--- src/rtl/coin_pkg.sv ---
// ---------------------------------------------------------------------------
// coin_pkg
// Shared types and constants for the coin acceptor front end.
//   coin_code_t : 2-bit code driven onto the vending machine coins input
//   acc_state_t : acceptor FSM state encoding
//   COIN_VALUE_*: coin values in cents
// ---------------------------------------------------------------------------
package coin_pkg;

  typedef enum logic [1:0] {
    COIN_NONE = 2'b00,
    COIN_5    = 2'b01,
    COIN_10   = 2'b10,
    COIN_25   = 2'b11
  } coin_code_t;

  typedef enum logic [2:0] {
    ST_IDLE     = 3'd0,
    ST_MEASURE  = 3'd1,
    ST_CLASSIFY = 3'd2,
    ST_EMIT     = 3'd3,
    ST_JAM      = 3'd4
  } acc_state_t;

  localparam int COIN_VALUE_5  = 5;
  localparam int COIN_VALUE_10 = 10;
  localparam int COIN_VALUE_25 = 25;

endpackage

--- src/rtl/sense_debounce.sv ---
// ---------------------------------------------------------------------------
// sense_debounce
// Synchronises the raw optical coin sensor and debounces it.
//   clk        : system clock
//   rst        : asynchronous, active-low reset
//   coin_sense : raw asynchronous sensor level (1 = coin in beam)
//   deb        : debounced level
//   deb_rise   : one-cycle pulse, coincident with deb going 0->1
//   deb_fall   : one-cycle pulse, coincident with deb going 1->0
// The debounced level follows the synchronised level only after the new
// value has been seen for DEB_CYCLES consecutive cycles.
// ---------------------------------------------------------------------------
module sense_debounce #(
  parameter int SYNC_STAGES = 2,
  parameter int DEB_CYCLES  = 4
) (
  input  logic clk,
  input  logic rst,
  input  logic coin_sense,
  output logic deb,
  output logic deb_rise,
  output logic deb_fall
);

  localparam int DW = $clog2(DEB_CYCLES + 1);
  localparam logic [DW-1:0] DEB_LAST = DW'(DEB_CYCLES - 1);

  logic [SYNC_STAGES-1:0] sync_reg;
  logic [DW-1:0]          deb_cnt_reg;
  logic                   deb_reg;
  logic                   rise_reg;
  logic                   fall_reg;
  logic                   sync_lvl;

  genvar gi;
  generate
    for (gi = 0; gi < SYNC_STAGES; gi++) begin : g_sync
      logic stage_in;
      if (gi == 0) begin : g_first
        assign stage_in = coin_sense;
      end else begin : g_rest
        assign stage_in = sync_reg[gi-1];
      end
      always_ff @(posedge clk or negedge rst) begin
        if (!rst) sync_reg[gi] <= 1'b0;
        else      sync_reg[gi] <= stage_in;
      end
    end
  endgenerate

  assign sync_lvl = sync_reg[SYNC_STAGES-1];

  // The counter tracks how long the synchronised level has disagreed with
  // deb; any agreement restarts it, so short glitches never reach deb.
  always_ff @(posedge clk or negedge rst) begin
    if (!rst) begin
      deb_cnt_reg <= '0;
      deb_reg     <= 1'b0;
      rise_reg    <= 1'b0;
      fall_reg    <= 1'b0;
    end else begin
      rise_reg <= 1'b0;
      fall_reg <= 1'b0;
      if (sync_lvl != deb_reg) begin
        if (deb_cnt_reg == DEB_LAST) begin
          deb_cnt_reg <= '0;
          deb_reg     <= sync_lvl;
          rise_reg    <= sync_lvl;
          fall_reg    <= !sync_lvl;
        end else begin
          deb_cnt_reg <= deb_cnt_reg + 1'b1;
        end
      end else begin
        deb_cnt_reg <= '0;
      end
    end
  end

  assign deb      = deb_reg;
  assign deb_rise = rise_reg;
  assign deb_fall = fall_reg;

endmodule

--- src/rtl/coin_acceptor.sv ---
// ---------------------------------------------------------------------------
// coin_acceptor
// Coin validator in front of the vending machine: debounces the optical
// sensor, measures the coin pulse width and classifies it.
//   clk        : system clock
//   rst        : asynchronous, active-low reset
//   coin_sense : raw sensor level (1 = coin in beam)
//   enable     : 1 = vending machine accepts coins (sampled in CLASSIFY)
//   coins      : one-cycle strobe, 00 none / 01 5c / 10 10c / 11 25c
//   reject     : one-cycle pulse, coin routed to return chute
//   jam        : level, sensor blocked for JAM_CYCLES or more
//   busy       : 1 whenever the FSM is not idle
// Optional (macro COIN_ACCEPTOR_STATS_EN):
//   stats_clr  : synchronous clear of the statistics counters
//   cnt5, cnt10, cnt25, cnt_rej : saturating strobe counters
// Raw falling edge to strobe is SYNC_STAGES + DEB_CYCLES + 2 cycles.
// ---------------------------------------------------------------------------
module coin_acceptor
  import coin_pkg::*;
#(
  parameter int SYNC_STAGES = 2,
  parameter int DEB_CYCLES  = 4,
  parameter int W5_MIN      = 8,
  parameter int W5_MAX      = 15,
  parameter int W10_MIN     = 16,
  parameter int W10_MAX     = 31,
  parameter int W25_MIN     = 32,
  parameter int W25_MAX     = 63,
  parameter int JAM_CYCLES  = 255,
  parameter int CNT_W       = 8
) (
  input  logic             clk,
  input  logic             rst,
  input  logic             coin_sense,
  input  logic             enable,
  output logic [1:0]       coins,
  output logic             reject,
  output logic             jam,
  output logic             busy
`ifdef COIN_ACCEPTOR_STATS_EN
  ,
  input  logic             stats_clr,
  output logic [CNT_W-1:0] cnt5,
  output logic [CNT_W-1:0] cnt10,
  output logic [CNT_W-1:0] cnt25,
  output logic [CNT_W-1:0] cnt_rej
`endif
);

  localparam logic [CNT_W-1:0] W5_LO  = CNT_W'(W5_MIN);
  localparam logic [CNT_W-1:0] W5_HI  = CNT_W'(W5_MAX);
  localparam logic [CNT_W-1:0] W10_LO = CNT_W'(W10_MIN);
  localparam logic [CNT_W-1:0] W10_HI = CNT_W'(W10_MAX);
  localparam logic [CNT_W-1:0] W25_LO = CNT_W'(W25_MIN);
  localparam logic [CNT_W-1:0] W25_HI = CNT_W'(W25_MAX);
  localparam logic [CNT_W-1:0] JAM_W  = CNT_W'(JAM_CYCLES);

  logic deb;
  logic deb_rise;
  logic deb_fall;

  acc_state_t       state_reg,  state_next;
  logic [CNT_W-1:0] width_reg,  width_next;
  coin_code_t       coins_reg,  coins_next;
  logic             reject_reg, reject_next;
  coin_code_t       win_code;

  sense_debounce #(
    .SYNC_STAGES (SYNC_STAGES),
    .DEB_CYCLES  (DEB_CYCLES)
  ) u_sense (
    .clk        (clk),
    .rst        (rst),
    .coin_sense (coin_sense),
    .deb        (deb),
    .deb_rise   (deb_rise),
    .deb_fall   (deb_fall)
  );

  // Window lookup on the measured width; all bounds inclusive.
  always_comb begin
    win_code = COIN_NONE;
    if (width_reg >= W5_LO && width_reg <= W5_HI)
      win_code = COIN_5;
    else if (width_reg >= W10_LO && width_reg <= W10_HI)
      win_code = COIN_10;
    else if (width_reg >= W25_LO && width_reg <= W25_HI)
      win_code = COIN_25;
  end

  always_ff @(posedge clk or negedge rst) begin
    if (!rst) begin
      state_reg  <= ST_IDLE;
      width_reg  <= '0;
      coins_reg  <= COIN_NONE;
      reject_reg <= 1'b0;
    end else begin
      state_reg  <= state_next;
      width_reg  <= width_next;
      coins_reg  <= coins_next;
      reject_reg <= reject_next;
    end
  end

  // Strobes are computed one state ahead so they leave the block registered
  // during the EMIT cycle (or on the JAM->IDLE release).
  always_comb begin
    state_next  = state_reg;
    width_next  = width_reg;
    coins_next  = COIN_NONE;
    reject_next = 1'b0;
    case (state_reg)
      ST_IDLE: begin
        if (deb_rise) begin
          state_next = ST_MEASURE;
          width_next = CNT_W'(1);
        end
      end
      ST_MEASURE: begin
        if (deb_fall) begin
          state_next = ST_CLASSIFY;
        end else if (width_reg == JAM_W) begin
          state_next = ST_JAM;
        end else if (deb) begin
          width_next = width_reg + 1'b1;
        end
      end
      ST_CLASSIFY: begin
        state_next = ST_EMIT;
        if (enable && win_code != COIN_NONE) coins_next  = win_code;
        else                                 reject_next = 1'b1;
      end
      ST_EMIT: begin
        state_next = ST_IDLE;
      end
      ST_JAM: begin
        if (deb_fall) begin
          state_next  = ST_IDLE;
          reject_next = 1'b1;
        end
      end
      default: begin
        state_next = ST_IDLE;
      end
    endcase
  end

  assign coins  = coins_reg;
  assign reject = reject_reg;
  assign jam    = (state_reg == ST_JAM);
  assign busy   = (state_reg != ST_IDLE);

`ifdef COIN_ACCEPTOR_STATS_EN
  // Counter order: 5c, 10c, 25c, reject.
  logic [3:0]       stat_inc;
  logic [CNT_W-1:0] stat_cnt [4];

  assign stat_inc = {reject_reg, coins_reg == COIN_25,
                     coins_reg == COIN_10, coins_reg == COIN_5};

  genvar gi;
  generate
    for (gi = 0; gi < 4; gi++) begin : g_stat
      always_ff @(posedge clk or negedge rst) begin
        if (!rst)
          stat_cnt[gi] <= '0;
        else if (stats_clr)
          stat_cnt[gi] <= '0;
        else if (stat_inc[gi] && stat_cnt[gi] != '1)
          stat_cnt[gi] <= stat_cnt[gi] + 1'b1;
      end
    end
  endgenerate

  assign cnt5    = stat_cnt[0];
  assign cnt10   = stat_cnt[1];
  assign cnt25   = stat_cnt[2];
  assign cnt_rej = stat_cnt[3];
`endif

endmodule
--- config.mk ---
export PLATFORM = sky130hd
export DESIGN_NAME = coin_acceptor
export DESIGN_NICKNAME = d
export VERILOG_FILES = /design/src/rtl/coin_pkg.sv /design/src/rtl/sense_debounce.sv /design/src/rtl/coin_acceptor.sv
export SDC_FILE = /design/constraint.sdc
export NUM_CORES = 1
export LEC_CHECK = 0
export CORE_MARGIN = 1
export CORE_UTILIZATION = 27
export CTS_BUF_LIST = sky130_fd_sc_hd__clkbuf_8
export DETAILED_ROUTE_END_ITERATION = 8
export GPL_TIMING_DRIVEN = 1
export PLACE_DENSITY = 0.57
export SLEW_MARGIN = 20
export SYNTH_ARGS = -nofsm -noshare
export SYNTH_HDL_FRONTEND = slang
export SYNTH_SLANG_ARGS = --single-unit
--- constraint.sdc ---
create_clock -name clk -period 1.8 [get_ports clk]
set_clock_uncertainty 0.2 [all_clocks]
set_input_delay 0.54 -clock clk [delete_from_list [all_inputs] [get_ports clk]]
set_output_delay 0.54 -clock clk [all_outputs]
set_load 0.005 [all_outputs]
# After elaboration in Yosys (flattened, before gate mapping)
# Cells that the tools add are included.
dict set report op_classes {
  eq_ne 12
  n_reduce_logical 12
  n_addsub 2
  magnitude_cmp 6
  muxes 24
}
# op n
set op_table {}
lappend op_table {{2-to-1 mux 8 bit} 4}
lappend op_table {{2-to-1 mux 3 bit} 6}
lappend op_table {{case mux 8 bit (2 select lines)} 1}
lappend op_table {{case mux 3 bit (4 select lines)} 1}
lappend op_table {{2-to-1 mux 2 bit} 5}
lappend op_table {{adder 8 x 1 -> 8 bit (second input constant)} 1}
lappend op_table {{equality test 8 bit (second input constant)} 1}
lappend op_table {{>= comparator 8 x 4 -> 1 bit (second input constant)} 1}
lappend op_table {{>= comparator 8 x 5 -> 1 bit (second input constant)} 1}
lappend op_table {{>= comparator 8 x 6 -> 1 bit (second input constant)} 1}
lappend op_table {{<= comparator 8 x 4 -> 1 bit (second input constant)} 1}
lappend op_table {{<= comparator 8 x 5 -> 1 bit (second input constant)} 1}
lappend op_table {{<= comparator 8 x 6 -> 1 bit (second input constant)} 1}
lappend op_table {{equality test 3 x 2 -> 1 bit (second input constant)} 2}
lappend op_table {{2-to-1 mux 1 bit} 6}
lappend op_table {{inequality test 2 x 1 -> 1 bit (second input constant)} 3}
lappend op_table {{AND reduction 5 bit} 1}
lappend op_table {{logical AND 1 bit} 4}
lappend op_table {{inequality test 2 bit (second input constant)} 2}
lappend op_table {{nonzero test 2 bit} 2}
lappend op_table {{adder 3 x 1 -> 3 bit (second input constant)} 1}
lappend op_table {{equality test 3 x 1 -> 1 bit (second input constant)} 1}
lappend op_table {{equality test 3 bit (second input constant)} 1}
lappend op_table {{logical NOT 3 bit} 1}
lappend op_table {{7 further kinds} 7}
dict set report word_totals {
  ff_bits 22
  wordCells 66
  in_bits 4
}

# Logic depth before layout (Yosys ltp)
dict set report depth {
  ltp_word 9
  ltp_mapped 7
  depth_no_buf 5
}

# Modules after synthesis
# A second synthesis with hierarchy kept.
dict set report unflattened {
  cells_unflattened 110
  hier_area_um2 1149.9
}
# mod n_inst area_per_inst_um2 cells_each
set by_module_without_submodules {}
lappend by_module_without_submodules {coin_acceptor 1 864.6 93}
lappend by_module_without_submodules {sense_debounce 1 285.3 17}

# Worst setup path before layout
# OpenSTA, ideal clock, no wires.
dict set report synth_timing {
  path_type {reg2reg}
  from {register width_reg[0]}
  to {register width_reg[1]}
  required_time_ns 1.521
  setup_slack_ns -0.046
  stages_incl_launch_ff 7
  setup_time_ns 0.079
  arrival_ns 1.567
  path_buffers 1
  path_cell_list {dfrtp_1 ha_1 and3_1 a21oi_2 a22o_4 buf_6 mux2i_1}
}
dict set report synth_via {
  elab_chain_cells 5
  elab_cells_between_ends 8
  cone_classes {add/sub: 1; eq/ne: 2; mux: 4; reduce/logical: 1}
}
# element line_no
set synth_lines {}
lappend synth_lines {{from (decl)} coin_acceptor.sv:63} ;# logic [CNT_W-1:0] width_reg, width_next;
lappend synth_lines {{from (signal assigned)} coin_acceptor.sv:99} ;# width_reg <= width_next;
lappend synth_lines {{adder 8 x 1 -> 8 bit} coin_acceptor.sv:125} ;# width_next = width_reg + 1'b1;
lappend synth_lines {{2-to-1 mux 8 bit} coin_acceptor.sv:124} ;# end else if (deb) begin
lappend synth_lines {{2-to-1 mux 8 bit} coin_acceptor.sv:122} ;# end else if (width_reg == JAM_W) begin
lappend synth_lines {{2-to-1 mux 8 bit} coin_acceptor.sv:120} ;# if (deb_fall) begin
lappend synth_lines {{case mux 8 bit (2 select lines)} coin_acceptor.sv:112} ;# case (state_reg)
# Several ways; a longest one is shown, not always the timed one. The select of a mux whose other input is x is not followed.
# A chain may end at the register's enable or synchronous reset.

# Final worst setup path
dict set report layout_timing {
  from {register state_reg[1]}
  to {output port jam}
}
dict set report layout_via {
  elab_chain_cells 1
}
# element line_no
set layout_lines {}
lappend layout_lines {{from (decl)} coin_acceptor.sv:62} ;# acc_state_t state_reg, state_next;
lappend layout_lines {{from (signal assigned)} coin_acceptor.sv:98} ;# state_reg <= state_next;
lappend layout_lines {{equality test 3 bit} coin_acceptor.sv:150} ;# assign jam = (state_reg == ST_JAM);
lappend layout_lines {{to (decl)} coin_acceptor.sv:38} ;# output logic jam,
# Every way passes these cells.

==> metrics <==
total number of yosys warnings 0; layout cell share with drive strength beyond 1 0.2439; Layout Area Growth over Synthesis 31.32%; critical setup path kind reg2out; Initial Util 0.2848; post-synthesis cell area 1059 µm²; total length of routed met2 wires 1002 µm; Antenna Cells 0; R2R setup slack about 0.080 ns; Highest Signal Layer met4; maximum VDD drop 0.3333 mV; DIE WIDTH ~65 µm; fin util 0.3741; final setup vio count 1; max-cap violation count 0; later-pin clock latency in the skew report ~0.27 ns; vias in the first global route roughly 840; crit path DAT ~1.1 ns; Post-route DRC 0; register bit total from synthesis 22; DRT Pass-1 Iters 4; TNS Setup -0.06176 ns; actual slew at the worst max-slew pin 0.2728 ns; multi-input logic area 491.7 µm²; TritonCTS clock tree built; Core Area around 3700 µm²; total track usage 0.1237; Metal-1 WL between 900 and 1000 µm; final critical-path share of the clock period 1.034; status finished with violations; CTS max path bufs 2; crit path time final roughly 1.9 ns; DRT antenna net count 0; Die Y approximately 65 µm; clock buffer count from CTS 3; worst-path cell chain buf_6 -> nor3b_4 -> buf_2; final hold violations 0; grt ovf 0; most frequent cells in the layout dfrtp_1 (22), a31oi_1 (13), buf_4 (12), nor2_1 (9), a21oi_1 (6); CP startpoint kind register; Avg Inst Size Synth around 11 µm²; PortBufs 8; unrepaired setup endpoints after global routing yes; global-route wire length before repair around 3900 µm; Rel. slew slack 0.8181; Final Worst Setup Slack -0.06176 ns; Ports 9; Crit path largest cell delay approximately 0.41 ns; Max Slew Vio Count 0; WL final around 2100 µm; Initial DRC Count 47; # fillers approximately 390; Fmax 0.5371 GHz; Final Net Count ~130; met3 wire length around 79 µm; largest net degree at the start of global routing 23; post-synthesis sequential area ratio 0.5201; slowest CP cell dfrtp_1; P_leak ~0.65 nW; syn nets around 110; HP Class reg2reg; row count 22; register clock-pin slew on the reported worst setup and hold paths 0.08 ns; Die ar. roughly 4200 µm²; max reg flops 8; Routability Congestion between 0.7 and 0.8; clk sinks 22; FF/Latch Area 550.5 µm²; initial antenna violation count 0; Pwr Total 1.803 mW; CP Max Fanout 2; post-synth cell types 31; CP required roughly 1.1 ns; H-tree depth 1; Setup crit end kind output port; Mapped Cells about 100; placed cells 163; WHS 0.1564 ns; Hold Buf Count CTS 0; Non-Filler Instances between 150 and 200; vias post-DR 820; vias per cell about 4.8; Wirelength per Cell between 10 and 15 µm; most common cell after layout, fill and taps aside dfrtp_1; Crit path buffers/inverters 2; Crit path max-delay family flip-flops; Root Driver clkbuf_8; HPWL Detailed roughly 1500 µm; Power Density about 1300 nW/µm²; failing checks setup timing
==> kinds of logic after synthesis <==
kind of cell | after synthesis | synth area share
compound gates | 24 | 0.1489
flops | 22 | 0.5201
simple gates | 39 | 0.2222
fa+ha+maj | 3 | 0.03546
buf+inv | 8 | 0.04490
mux | 2 | 0.02009
xor+xnor | 1 | 0.008276
==> power breakdown <==
part           switching (mW)  internal (mW)
clock network           0.159          0.297
logic                   0.307          0.376
registers              0.0750          0.588
total                   0.541           1.26
==> per-layer routing <==
metal  up-vias  track usage
li1        404            -
met1       394       0.1541
met2        17       0.1961
met3         5      0.03697
met4         0      0.05556
met5         -            0
==> synth_stat cells <==
| master | n | area share |
|---|---|---|
| dfrtp_1 | 22 | 0.52 |
| a31oi_1 | 13 | 0.077 |
| nor2_1 | 9 | 0.032 |
| a21oi_1 | 6 | 0.028 |
| nor3b_1 | 5 | 0.035 |
| and3_1 | 4 | 0.024 |
| inv_1 | 4 | 0.014 |
| nand3_1 | 4 | 0.019 |
| ha_1 | 3 | 0.035 |
| nand2_1 | 3 | 0.011 |
| or2b_1 | 3 | 0.021 |
| buf_6 | 2 | 0.021 |
| nand2b_1 | 2 | 0.012 |
| nand3b_1 | 2 | 0.014 |
| a21oi_2 | 1 | 0.0083 |
| a22o_4 | 1 | 0.017 |
| and2_1 | 1 | 0.0059 |
| and4_1 | 1 | 0.0083 |
| buf_2 | 1 | 0.0047 |
| clkbuf_2 | 1 | 0.0047 |
| mux2_2 | 1 | 0.011 |
| mux2i_1 | 1 | 0.0095 |
| nand4_1 | 1 | 0.0059 |
| nor2b_1 | 1 | 0.0059 |
| nor3_1 | 1 | 0.0047 |
| nor3b_4 | 1 | 0.018 |
| o21a_1 | 1 | 0.0071 |
| o21ai_0 | 1 | 0.0047 |
| o21bai_1 | 1 | 0.0071 |
| or3_1 | 1 | 0.0059 |
| xnor2_1 | 1 | 0.0083 |
==> metrics by stage <==
stage	area [µm²]	worst slack (ns)
after global placement	1264	-0.09297
after detailed placement	1264	-0.1465
final	1390	-0.06176
after global routing	1390	-0.1354
after floorplan	1066	0.03080
after CTS	1358	-0.05935
==> path summary, 6_finish.rpt <==
| path | cells past startpoint | to | from |
|---|---|---|---|
| worst max-delay path | 3 | jam | state_reg[1]$_DFFE_PN0P_ |
| worst min-delay path | 0 | u_sense.sync_lvl$_DFF_PN0_ | u_sense.g_sync[1].stage_in$_DFF_PN0_ |
| worst max register to register | 6 | width_reg[0]$_DFFE_PN0P_ | state_reg[0]$_DFFE_PN0P_ |
| worst min register to register | 0 | u_sense.sync_lvl$_DFF_PN0_ | u_sense.g_sync[1].stage_in$_DFF_PN0_ |
| max in group asynchronous | 2 | state_reg[2]$_DFFE_PN0P_ | rst |
| min in group asynchronous | 2 | u_sense.deb_rise$_DFF_PN0_ | rst |
==> what timing repair did <==
action,4_1_cts,5_1_grt
resized for setup,13,7
endpoints found under the setup margin,5,11
pin swaps,2,3
cloned,0,0
setup buffers,3,1
endpoints found under the hold margin,0,0
==> area by class of cell <==
cell class / instances / share of cell area
multi-input cells: 69 / 0.3537
clock inverters: 1 / 0.02160
flip-flops and latches: 22 / 0.3960
inverters: 4 / 0.01080
repair buffers: 24 / 0.1449
well taps: 48 / 0.04320
clock buffers: 3 / 0.02970
Note: power is estimated with default switching activity, not from simulation.
